--- config.mk ---
export PLATFORM = sky130hd
export DESIGN_NAME = priv_issue_ctrl_flat
export DESIGN_NICKNAME = d
export VERILOG_FILES = /design/src/rtl/priv_issue_ctrl_pkg.sv /design/src/rtl/priv_issue_ctrl_if.sv /design/src/rtl/priv_issue_ctrl_watchdog.sv /design/src/rtl/priv_issue_ctrl.sv /design/src/flat_wrapper.sv
export SDC_FILE = /design/constraint.sdc
export NUM_CORES = 1
export LEC_CHECK = 0
export CORE_AREA = 2 2 150 152
export DETAILED_ROUTE_END_ITERATION = 8
export DIE_AREA = 0 0 152 154
export PLACE_DENSITY = 0.84
export REMOVE_ABC_BUFFERS = 1
export SLEW_MARGIN = 20
export SYNTH_ARGS = -nofsm -noshare
export SYNTH_HDL_FRONTEND = slang
export SYNTH_SLANG_ARGS = --single-unit
--- constraint.sdc ---
create_clock -name clk -period 11.91 [get_ports clk]
set_input_delay 2.382 -clock clk [delete_from_list [all_inputs] [get_ports clk]]
set_output_delay 2.382 -clock clk [all_outputs]
set_load 0.01 [all_outputs]
--- src/rtl/priv_issue_ctrl_pkg.sv ---
// priv_issue_ctrl_pkg: shared uop class indices, FSM encoding and defaults for the privileged issue controller
package priv_issue_ctrl_pkg;
   localparam int WIDTH_UOP = 5;
   localparam int INS_CSR   = 0;
   localparam int INS_ERTN  = 1;
   localparam int INS_IDLE  = 2;
   localparam int INS_CACHE = 3;
   localparam int INS_TLB   = 4;
   localparam int PRIV_TIMEOUT_DEFAULT = 1023;
   typedef enum logic [2:0] {PI_IDLE, PI_DRAIN, PI_EXEC, PI_WB, PI_FLUSH} pi_state_e;
   function automatic logic [31:0] seq_pc(input logic [31:0] pc);
      return pc + 32'd4;
   endfunction
endpackage

--- src/rtl/priv_issue_ctrl_if.sv ---
// priv_issue_ctrl_if: dispatch, engine, write-back and flush signals of the privileged issue controller
// slave  = controller side (consumes dispatch/engine inputs, drives engine/wb/flush outputs)
// master = environment side (dispatch, retire status, CSR.ERA and execute engine)
interface priv_issue_ctrl_if import priv_issue_ctrl_pkg::*; #(parameter int UOP_W = WIDTH_UOP) ();
   logic             in_valid;
   logic             in_ready;
   logic [31:0]      in_pc;
   logic [31:0]      in_ins;
   logic [UOP_W-1:0] in_pr_type;
   logic [4:0]       in_rd;
   logic [31:0]      in_rj_data;
   logic [31:0]      in_rk_data;
   logic             pipe_empty;
   logic             flush_in;
   logic [31:0]      era;
   logic             pr_en;
   logic [31:0]      pr_ins;
   logic [UOP_W-1:0] pr_type;
   logic [31:0]      pr_rj_data;
   logic [31:0]      pr_rk_data;
   logic             pr_done;
   logic [31:0]      pr_csr_rdata;
   logic             wb_valid;
   logic [4:0]       wb_rd;
   logic [31:0]      wb_data;
   logic             flush_by_priv;
   logic [31:0]      redirect_pc;
   logic             priv_timeout;
   modport slave (
      input  in_valid, in_pc, in_ins, in_pr_type, in_rd, in_rj_data, in_rk_data,
      input  pipe_empty, flush_in, era, pr_done, pr_csr_rdata,
      output in_ready, pr_en, pr_ins, pr_type, pr_rj_data, pr_rk_data,
      output wb_valid, wb_rd, wb_data, flush_by_priv, redirect_pc, priv_timeout
   );
   modport master (
      output in_valid, in_pc, in_ins, in_pr_type, in_rd, in_rj_data, in_rk_data,
      output pipe_empty, flush_in, era, pr_done, pr_csr_rdata,
      input  in_ready, pr_en, pr_ins, pr_type, pr_rj_data, pr_rk_data,
      input  wb_valid, wb_rd, wb_data, flush_by_priv, redirect_pc, priv_timeout
   );
endinterface

--- src/rtl/priv_issue_ctrl_watchdog.sv ---
// priv_issue_ctrl_watchdog: EXEC-phase cycle counter; expire is high while enabled and the count equals TIMEOUT
// clr clears the count, en advances it one per cycle
module priv_issue_ctrl_watchdog import priv_issue_ctrl_pkg::*; #(
   parameter int CNT_W   = 10,
   parameter int TIMEOUT = PRIV_TIMEOUT_DEFAULT
) (
   input  logic clk,
   input  logic rst,
   input  logic clr,
   input  logic en,
   output logic expire
);
   logic [CNT_W-1:0] cnt_q, cnt_d;
   always_comb begin
      cnt_d = clr ? '0 : en ? cnt_q + CNT_W'(1) : cnt_q;
   end
   always_ff @(posedge clk or posedge rst) begin
      if (rst) cnt_q <= '0;
      else     cnt_q <= cnt_d;
   end
   assign expire = en & (cnt_q == CNT_W'(TIMEOUT));
endmodule

--- src/rtl/priv_issue_ctrl.sv ---
// priv_issue_ctrl: serialising issue of one privileged uop: drain older work, run the engine, write back, flush
// clk/rst: clock and async active-high reset; bus: dispatch, engine, write-back and redirect signals
module priv_issue_ctrl import priv_issue_ctrl_pkg::*; #(
   parameter int UOP_W   = WIDTH_UOP,
   parameter int TIMEOUT = PRIV_TIMEOUT_DEFAULT,
   parameter int CNT_W   = 10
) (
   input logic clk,
   input logic rst,
   priv_issue_ctrl_if.slave bus
);
   pi_state_e        state_q, state_d;
   logic [31:0]      pc_q, pc_d, ins_q, ins_d, rj_q, rj_d, rk_q, rk_d, wb_data_q, wb_data_d;
   logic [UOP_W-1:0] type_q, type_d;
   logic [4:0]       rd_q, rd_d;
   logic             to_q, to_d;
   logic             expire;
   priv_issue_ctrl_watchdog #(.CNT_W(CNT_W), .TIMEOUT(TIMEOUT)) u_wdog (
      .clk   (clk),
      .rst   (rst),
      .clr   (state_q != PI_EXEC),
      .en    (state_q == PI_EXEC),
      .expire(expire)
   );
   always_comb begin
      state_d   = state_q;
      pc_d      = pc_q;
      ins_d     = ins_q;
      type_d    = type_q;
      rd_d      = rd_q;
      rj_d      = rj_q;
      rk_d      = rk_q;
      wb_data_d = wb_data_q;
      to_d      = to_q;
      case (state_q)
         PI_IDLE:
            if (bus.in_valid && !bus.flush_in) begin
               pc_d    = bus.in_pc;
               ins_d   = bus.in_ins;
               type_d  = bus.in_pr_type;
               rd_d    = bus.in_rd;
               rj_d    = bus.in_rj_data;
               rk_d    = bus.in_rk_data;
               to_d    = 1'b0;
               state_d = PI_DRAIN;
            end
         PI_DRAIN: state_d = bus.flush_in ? PI_IDLE : bus.pipe_empty ? PI_EXEC : PI_DRAIN;
         // flush_in is deliberately not looked at here: once issued the uop commits
         PI_EXEC:
            if (bus.pr_done) begin
               wb_data_d = bus.pr_csr_rdata;
               to_d      = 1'b0;
               state_d   = PI_WB;
            end else if (expire) begin
               wb_data_d = '0;
               to_d      = 1'b1;
               state_d   = PI_WB;
            end
         PI_WB:   state_d = PI_FLUSH;
         default: state_d = PI_IDLE;
      endcase
   end
   always_ff @(posedge clk or posedge rst) begin
      if (rst) begin
         state_q   <= PI_IDLE;
         pc_q      <= '0;
         ins_q     <= '0;
         type_q    <= '0;
         rd_q      <= '0;
         rj_q      <= '0;
         rk_q      <= '0;
         wb_data_q <= '0;
         to_q      <= 1'b0;
      end else begin
         state_q   <= state_d;
         pc_q      <= pc_d;
         ins_q     <= ins_d;
         type_q    <= type_d;
         rd_q      <= rd_d;
         rj_q      <= rj_d;
         rk_q      <= rk_d;
         wb_data_q <= wb_data_d;
         to_q      <= to_d;
      end
   end
   assign bus.in_ready      = state_q == PI_IDLE;
   // drops in the done cycle so the engine is never re-triggered
   assign bus.pr_en         = (state_q == PI_EXEC) & ~bus.pr_done;
   assign bus.pr_ins        = ins_q;
   assign bus.pr_type       = type_q;
   assign bus.pr_rj_data    = rj_q;
   assign bus.pr_rk_data    = rk_q;
   assign bus.wb_valid      = (state_q == PI_WB) & type_q[INS_CSR] & (|rd_q) & ~to_q;
   assign bus.wb_rd         = rd_q;
   assign bus.wb_data       = wb_data_q;
   assign bus.flush_by_priv = state_q == PI_FLUSH;
   // ERTN returns to the live ERA value; everything else resumes at the next sequential PC
   assign bus.redirect_pc   = (state_q == PI_FLUSH) ? (type_q[INS_ERTN] ? bus.era : seq_pc(pc_q)) : '0;
   assign bus.priv_timeout  = expire & ~bus.pr_done;
endmodule
--- src/flat_wrapper.sv ---
// flat-port wrapper written by rule: the top's interface ports become plain ports
module priv_issue_ctrl_flat import priv_issue_ctrl_pkg::*;
#(
   parameter int UOP_W   = WIDTH_UOP,
   parameter int TIMEOUT = PRIV_TIMEOUT_DEFAULT,
   parameter int CNT_W   = 10
)
  (clk, rst, bus_in_valid, bus_in_pc, bus_in_ins, bus_in_pr_type, bus_in_rd, bus_in_rj_data, bus_in_rk_data, bus_pipe_empty, bus_flush_in, bus_era, bus_pr_done, bus_pr_csr_rdata, bus_in_ready, bus_pr_en, bus_pr_ins, bus_pr_type, bus_pr_rj_data, bus_pr_rk_data, bus_wb_valid, bus_wb_rd, bus_wb_data, bus_flush_by_priv, bus_redirect_pc, bus_priv_timeout);
  priv_issue_ctrl_if #(.UOP_W(UOP_W)) bus_i ();
  input logic clk;
  input logic rst;
  input wire logic [$bits(bus_i.in_valid)-1:0] bus_in_valid;
  input wire logic [$bits(bus_i.in_pc)-1:0] bus_in_pc;
  input wire logic [$bits(bus_i.in_ins)-1:0] bus_in_ins;
  input wire logic [$bits(bus_i.in_pr_type)-1:0] bus_in_pr_type;
  input wire logic [$bits(bus_i.in_rd)-1:0] bus_in_rd;
  input wire logic [$bits(bus_i.in_rj_data)-1:0] bus_in_rj_data;
  input wire logic [$bits(bus_i.in_rk_data)-1:0] bus_in_rk_data;
  input wire logic [$bits(bus_i.pipe_empty)-1:0] bus_pipe_empty;
  input wire logic [$bits(bus_i.flush_in)-1:0] bus_flush_in;
  input wire logic [$bits(bus_i.era)-1:0] bus_era;
  input wire logic [$bits(bus_i.pr_done)-1:0] bus_pr_done;
  input wire logic [$bits(bus_i.pr_csr_rdata)-1:0] bus_pr_csr_rdata;
  output wire logic [$bits(bus_i.in_ready)-1:0] bus_in_ready;
  output wire logic [$bits(bus_i.pr_en)-1:0] bus_pr_en;
  output wire logic [$bits(bus_i.pr_ins)-1:0] bus_pr_ins;
  output wire logic [$bits(bus_i.pr_type)-1:0] bus_pr_type;
  output wire logic [$bits(bus_i.pr_rj_data)-1:0] bus_pr_rj_data;
  output wire logic [$bits(bus_i.pr_rk_data)-1:0] bus_pr_rk_data;
  output wire logic [$bits(bus_i.wb_valid)-1:0] bus_wb_valid;
  output wire logic [$bits(bus_i.wb_rd)-1:0] bus_wb_rd;
  output wire logic [$bits(bus_i.wb_data)-1:0] bus_wb_data;
  output wire logic [$bits(bus_i.flush_by_priv)-1:0] bus_flush_by_priv;
  output wire logic [$bits(bus_i.redirect_pc)-1:0] bus_redirect_pc;
  output wire logic [$bits(bus_i.priv_timeout)-1:0] bus_priv_timeout;
  assign bus_i.in_valid = bus_in_valid;
  assign bus_i.in_pc = bus_in_pc;
  assign bus_i.in_ins = bus_in_ins;
  assign bus_i.in_pr_type = bus_in_pr_type;
  assign bus_i.in_rd = bus_in_rd;
  assign bus_i.in_rj_data = bus_in_rj_data;
  assign bus_i.in_rk_data = bus_in_rk_data;
  assign bus_i.pipe_empty = bus_pipe_empty;
  assign bus_i.flush_in = bus_flush_in;
  assign bus_i.era = bus_era;
  assign bus_i.pr_done = bus_pr_done;
  assign bus_i.pr_csr_rdata = bus_pr_csr_rdata;
  assign bus_in_ready = bus_i.in_ready;
  assign bus_pr_en = bus_i.pr_en;
  assign bus_pr_ins = bus_i.pr_ins;
  assign bus_pr_type = bus_i.pr_type;
  assign bus_pr_rj_data = bus_i.pr_rj_data;
  assign bus_pr_rk_data = bus_i.pr_rk_data;
  assign bus_wb_valid = bus_i.wb_valid;
  assign bus_wb_rd = bus_i.wb_rd;
  assign bus_wb_data = bus_i.wb_data;
  assign bus_flush_by_priv = bus_i.flush_by_priv;
  assign bus_redirect_pc = bus_i.redirect_pc;
  assign bus_priv_timeout = bus_i.priv_timeout;
  priv_issue_ctrl #(.UOP_W(UOP_W), .TIMEOUT(TIMEOUT), .CNT_W(CNT_W)) u_core (.clk(clk), .rst(rst), .bus(bus_i));
endmodule
Word level (Yosys, flattened, before mapping)
Cells that the tools add are included.
- bits in registers: 184
- input port bits: 208
- output and inout bits: 175
- logic and storage cells: 55
- add/subtract/negate cells: 2
- equal/unequal tests: 8
- mux-type cells: 16
- bitwise operators: 8
- reduce and logical (&&, ||, !) cells: 11
- operators by type and width (operator ; number):
    $mux W32 ; 4
    $add A32 B3 Y32 const B ; 1
    $mux W10 ; 2
    $mux W3 ; 4
    $pmux W3 S4 ; 1
    $add A10 B1 Y10 const B ; 1
    $eq A10 B10 Y1 const B ; 1
    $and A1 B1 Y1 ; 6
    $eq A3 B2 Y1 const B ; 2
    $ne A3 B2 Y1 const B ; 2
    $reduce_and A2 Y1 ; 3
    $reduce_bool A2 Y1 ; 3
    $reduce_or A5 Y1 ; 1
    $eq A3 B1 Y1 const B ; 1
    $eq A3 B3 Y1 const B ; 1
    $logic_not A3 Y1 ; 1
    $mux W1 ; 3
    $reduce_and A3 Y1 ; 1
    $mux W2 ; 1
    $ne A2 B1 Y1 const B ; 1
    $not A1 Y1 ; 2
    $pmux W1 S2 ; 1
    $logic_and A1 B1 Y1 ; 1
    $logic_not A1 Y1 ; 1

Logic depth before layout (Yosys ltp)
- depth in word-level cells: 5
- gate-level depth with buffers: 7
- depth with buffers taken out: 6

Hierarchy
Synthesis repeated with hierarchy kept, for this count alone.
- cells, all modules: 613
- area, all modules: 8037.7 sq um
- modules (own cells, without submodules) (module ; instances ; cells an instance ; area each (sq um) ; sequential area each (sq um)):
    priv_issue_ctrl ; 1 ; 562 ; 7521.0 ; 4354.2
    priv_issue_ctrl_watchdog ; 1 ; 51 ; 516.7 ; 250.2

Least setup slack after synthesis
OpenSTA, ideal clock, no wires.
- path type: input -> output
- from: input bus_era[8]
- to: output bus_redirect_pc[8]
- data arrival time: 2.803 ns
- data required time: 9.528 ns
- setup slack: 6.725 ns
- stages on the path: 2
- buffers on the path: 0
- path through: nor2_1 > a311oi_1
- longest elaborated chain between the ends: 2
- ends and longest elaborated chain (item ; RTL line ; source):
    from (decl) ; flat_wrapper.sv:21 ; input wire logic [$bits(bus_i.era)-1:0] bus_era;
    $mux W32 (2 in a row) ; priv_issue_ctrl.sv:98 ; assign bus.redirect_pc = (state_q == PI_FLUSH) ? (type_q[INS_ERTN] ? bus.era : seq_pc(pc_q)) : '0;
    to (decl) ; flat_wrapper.sv:34 ; output wire logic [$bits(bus_i.redirect_pc)-1:0] bus_redirect_pc;
No other way between the ends.

Worst setup path after layout
- from: input bus_era[15]
- to: output bus_redirect_pc[15]
Same word-level chain as after synthesis.

==> impl_metrics.yaml <==
clock_tree:
  cts_sinks: 184
  hold_buffers: 0
  clk_latency_ns: 0.42
  cts_max_path_buffers: 2
  htreeDepth: 4
  cts_made_buffers: 17
  post_cts_buffers: 0
  path_clk_slew_ns: 0.07
  root_buffer: "clkbuf_16"
  cts_resized: 0
  cts_tree: "yes"
yosys:
  ys_seq_elements: 184
  synth-xor-area-share: 0.0376
  synth_cell_types: 43
  synthTopCellsByCount: "dfrtp_1 (184), mux2_2 (138), nor2_1 (36)"
  synthAdderAreaFrac: 0.00316
  avgSynthCellArea_um2: 13.1
  synth_area_leaders: "dfrtp_1 (58%), mux2_2 (20%), a22o_1 (3.5%)"
  seq_area_frac_synth: 0.581
  synth_async_sr_flop_share: 1.00
  netlist_area_mm2: 0.00793
  synth-compound-area-share: 0.0712
  yosys_warnings: 0
  syn-instance-count: 606
  synth_ff_type: "dfrtp_1"
  synthSimpleGateAreaFrac: 0.0814
  synth.most_common_cell: "dfrtp_1"
  netlist.area_leader.share: 0.581
  yosysTopAreaCell: "dfrtp_1"
  synthMuxAreaShare: 0.204
  synth_top_family_by_area: "multiplexers"
  synth_edf_count: 0
worst_setup_path:
  crit_path_end_kind: "primary output"
  path_buf_inv: 2
  crit_arrival_ns: 3.71
  path_cells: "clkdlybuf4s50_1 > o21ai_0 > a21oi_1 > clkdlybuf4s50_1"
  cp.required_ns: 9.53
  path_common_cell: "clkdlybuf4s50_1"
  max_stage_delay_ns: 0.58
  crit_type: "input port to primary output"
  path_delay_family: "buffers and inverters"
  startpoint_type: "input port"
  slowest_stage: "clkdlybuf4s50_1"
  critPathMaxFanout: 1
status:
  status: "finished, final reports clean"
die:
  die_h_um: 154
  core_area_mm2: 0.0217
  rows: 54
  pin_count: 383
  die-area_mm2: 0.0234
  chipWidth_um: 152
  initial_core_util: 0.366
place:
  dp_hpwl_mm: 17.6
  io_buffers: 382
  place_area_mm2: 0.0120
  gp_congestion: 0.811
pwr:
  intPower_mw: 1.99
  seqPwrFrac: 0.381
  p_leak_nw: 5.16
  power.share.clock: 0.190
  combPwrFrac: 0.429
  vdd.ir_drop.worst_mv: 0.138
  powerDensity_mw_per_mm2: 237
  sw_frac_of_total: 0.330
  p_sw_mw: 0.984
drt:
  wl_per_cell_um: 18.3
  num_vias: 6267
  drcViolationCount: 0
  viasPerCell: 4.94
  antenna_left: 0
  dr.pass1.iters: 5
  routed_wl_mm: 23.2
  drtIter0Drc: 419
timing:
  fin_crit_sh: 0.512
  fmax_ghz: 0.164
  worstMarginPinSlew_ns: 0.940
  rsz0062_at_grt: "no"
  slew_headroom: 0.373
  finalCriticalPeriod_ns: 6.10
  drv_slew: 0
  hold_viol_final: 0
  clock-skew-final_ns: 0.0148
  setup_violations: 0
  fin_tns_setup_ns: 0
global_routing:
  grt_max_degree: 113
  grt_remaining_overflow: 0
  antenna_found_initial: 0
  grt_pass1_vias: 6597
  grt_pass1_wl_mm: 36.2
  grt.total_usage: 0.196
final_layout:
  finalInstanceArea_mm2: 0.0126
  drive_above_1_share: 0.186
  area_growth_pct: 58.8
  nNetsFinal: 1187
  antenna_cells: 0
hold_path:
  hp-class: "flip-flop to flip-flop"
job:
  drv_cap: 0
==> cell type report <==
cell class | instances | area (µm²)
multi-input cells | 382 | 3150
fillers | 1771 | 9100
flip-flops and latches | 184 | 4600
clock buffers | 18 | 429
repair buffers | 388 | 3880
clock inverters | 13 | 158
well taps | 280 | 350
inverters | 4 | 22.5
==> kinds of logic after synthesis <==
logic type | Yosys count
mux | 144
buf+inv | 40
fa+ha+maj | 2
flops | 184
simple gates | 116
xor+xnor | 34
compound gates | 86
==> path summary, 6_finish.rpt <==
kind                                   startpoint                      to  slack (ns)  depth (start not counted)
max in group asynchronous                     rst         u_core.pc_q[13]        7.89                          3
max                                   bus_era[15]     bus_redirect_pc[15]        5.81                          4
max reg2reg                     u_core.state_q[2]   u_core.bus.pr_ins[19]        9.93                          4
min in group asynchronous                     rst   u_core.bus.wb_data[9]        2.50                          2
min                        u_core.u_wdog.cnt_q[0]  u_core.u_wdog.cnt_q[0]        0.50                          1
min reg2reg                u_core.u_wdog.cnt_q[0]  u_core.u_wdog.cnt_q[0]        0.50                          1
==> state kept, by name, summed over array words and instances (netlist names) <==
name                   count
u_core.bus.pr_ins         32
u_core.bus.pr_rj_data     32
u_core.bus.pr_rk_data     32
u_core.bus.wb_data        32
u_core.pc_q               32
u_core.u_wdog.cnt_q       10
u_core.bus.pr_type         5
u_core.bus.wb_rd           5
u_core.state_q             3
u_core.to_q                1
==> routing by layer <==
layer  global-route usage  up-vias  routed length [µm]
met4               0.0614        0                 451
met1                0.230     3087                9130
met5                    0        -                   0
met3               0.0631       25                1710
met2                0.341      256               11900
li1                     -     2899                   -
==> metrics by stage <==
stage / std cells / utilization / setup WS [ns] / hold slack, ns / power (mW)
5_1_grt: 1269 / 0.581 / 5.71 / 0.513 / 3.13
4_1_cts: 1269 / 0.581 / 5.84 / 0.498 / 3.01
6_report: 1269 / 0.581 / 5.81 / 0.499 / 2.98
2_1_floorplan: 570 / - / 4.53 / 0.455 / 1.71
3_3_place_gp: 1237 / 0.553 / 5.84 / 0.472 / 2.39
3_5_place_dp: 1238 / 0.553 / 5.84 / 0.481 / 2.43
==> power groups by stage <==
stage | combinational, mW | clock [mW] | sequential [mW]
floorplan | 0.497 | 0 | 1.22
global placement | 1.27 | 0 | 1.13
CTS | 1.30 | 0.580 | 1.13
finish | 1.28 | 0.567 | 1.13
global route | 1.36 | 0.604 | 1.17
detailed placement | 1.29 | 0 | 1.14
==> worst reg2reg max path: stages (launching register included) <==
cell	delay [ns]
dfrtp_1	0.45
nor3_1	0.09
nand3b_1	0.13
buf_4	0.69
mux2_2	0.51
==> placed cells by master (no fill, tap or decap), types with 16 or more instances in the layout <==
cell             netlist  final
nor2_1                36     36
a22o_1                32     32
nand2_1               19     19
dfrtp_1              184    184
mux2_2               138    138
xnor2_1               18     18
o21ai_0               23     23
xor2_1                16     16
clkbuf_16              0     17
a21oi_1               25     25
clkdlybuf4s50_1        0    382
Power figures use the tool's default switching activity.
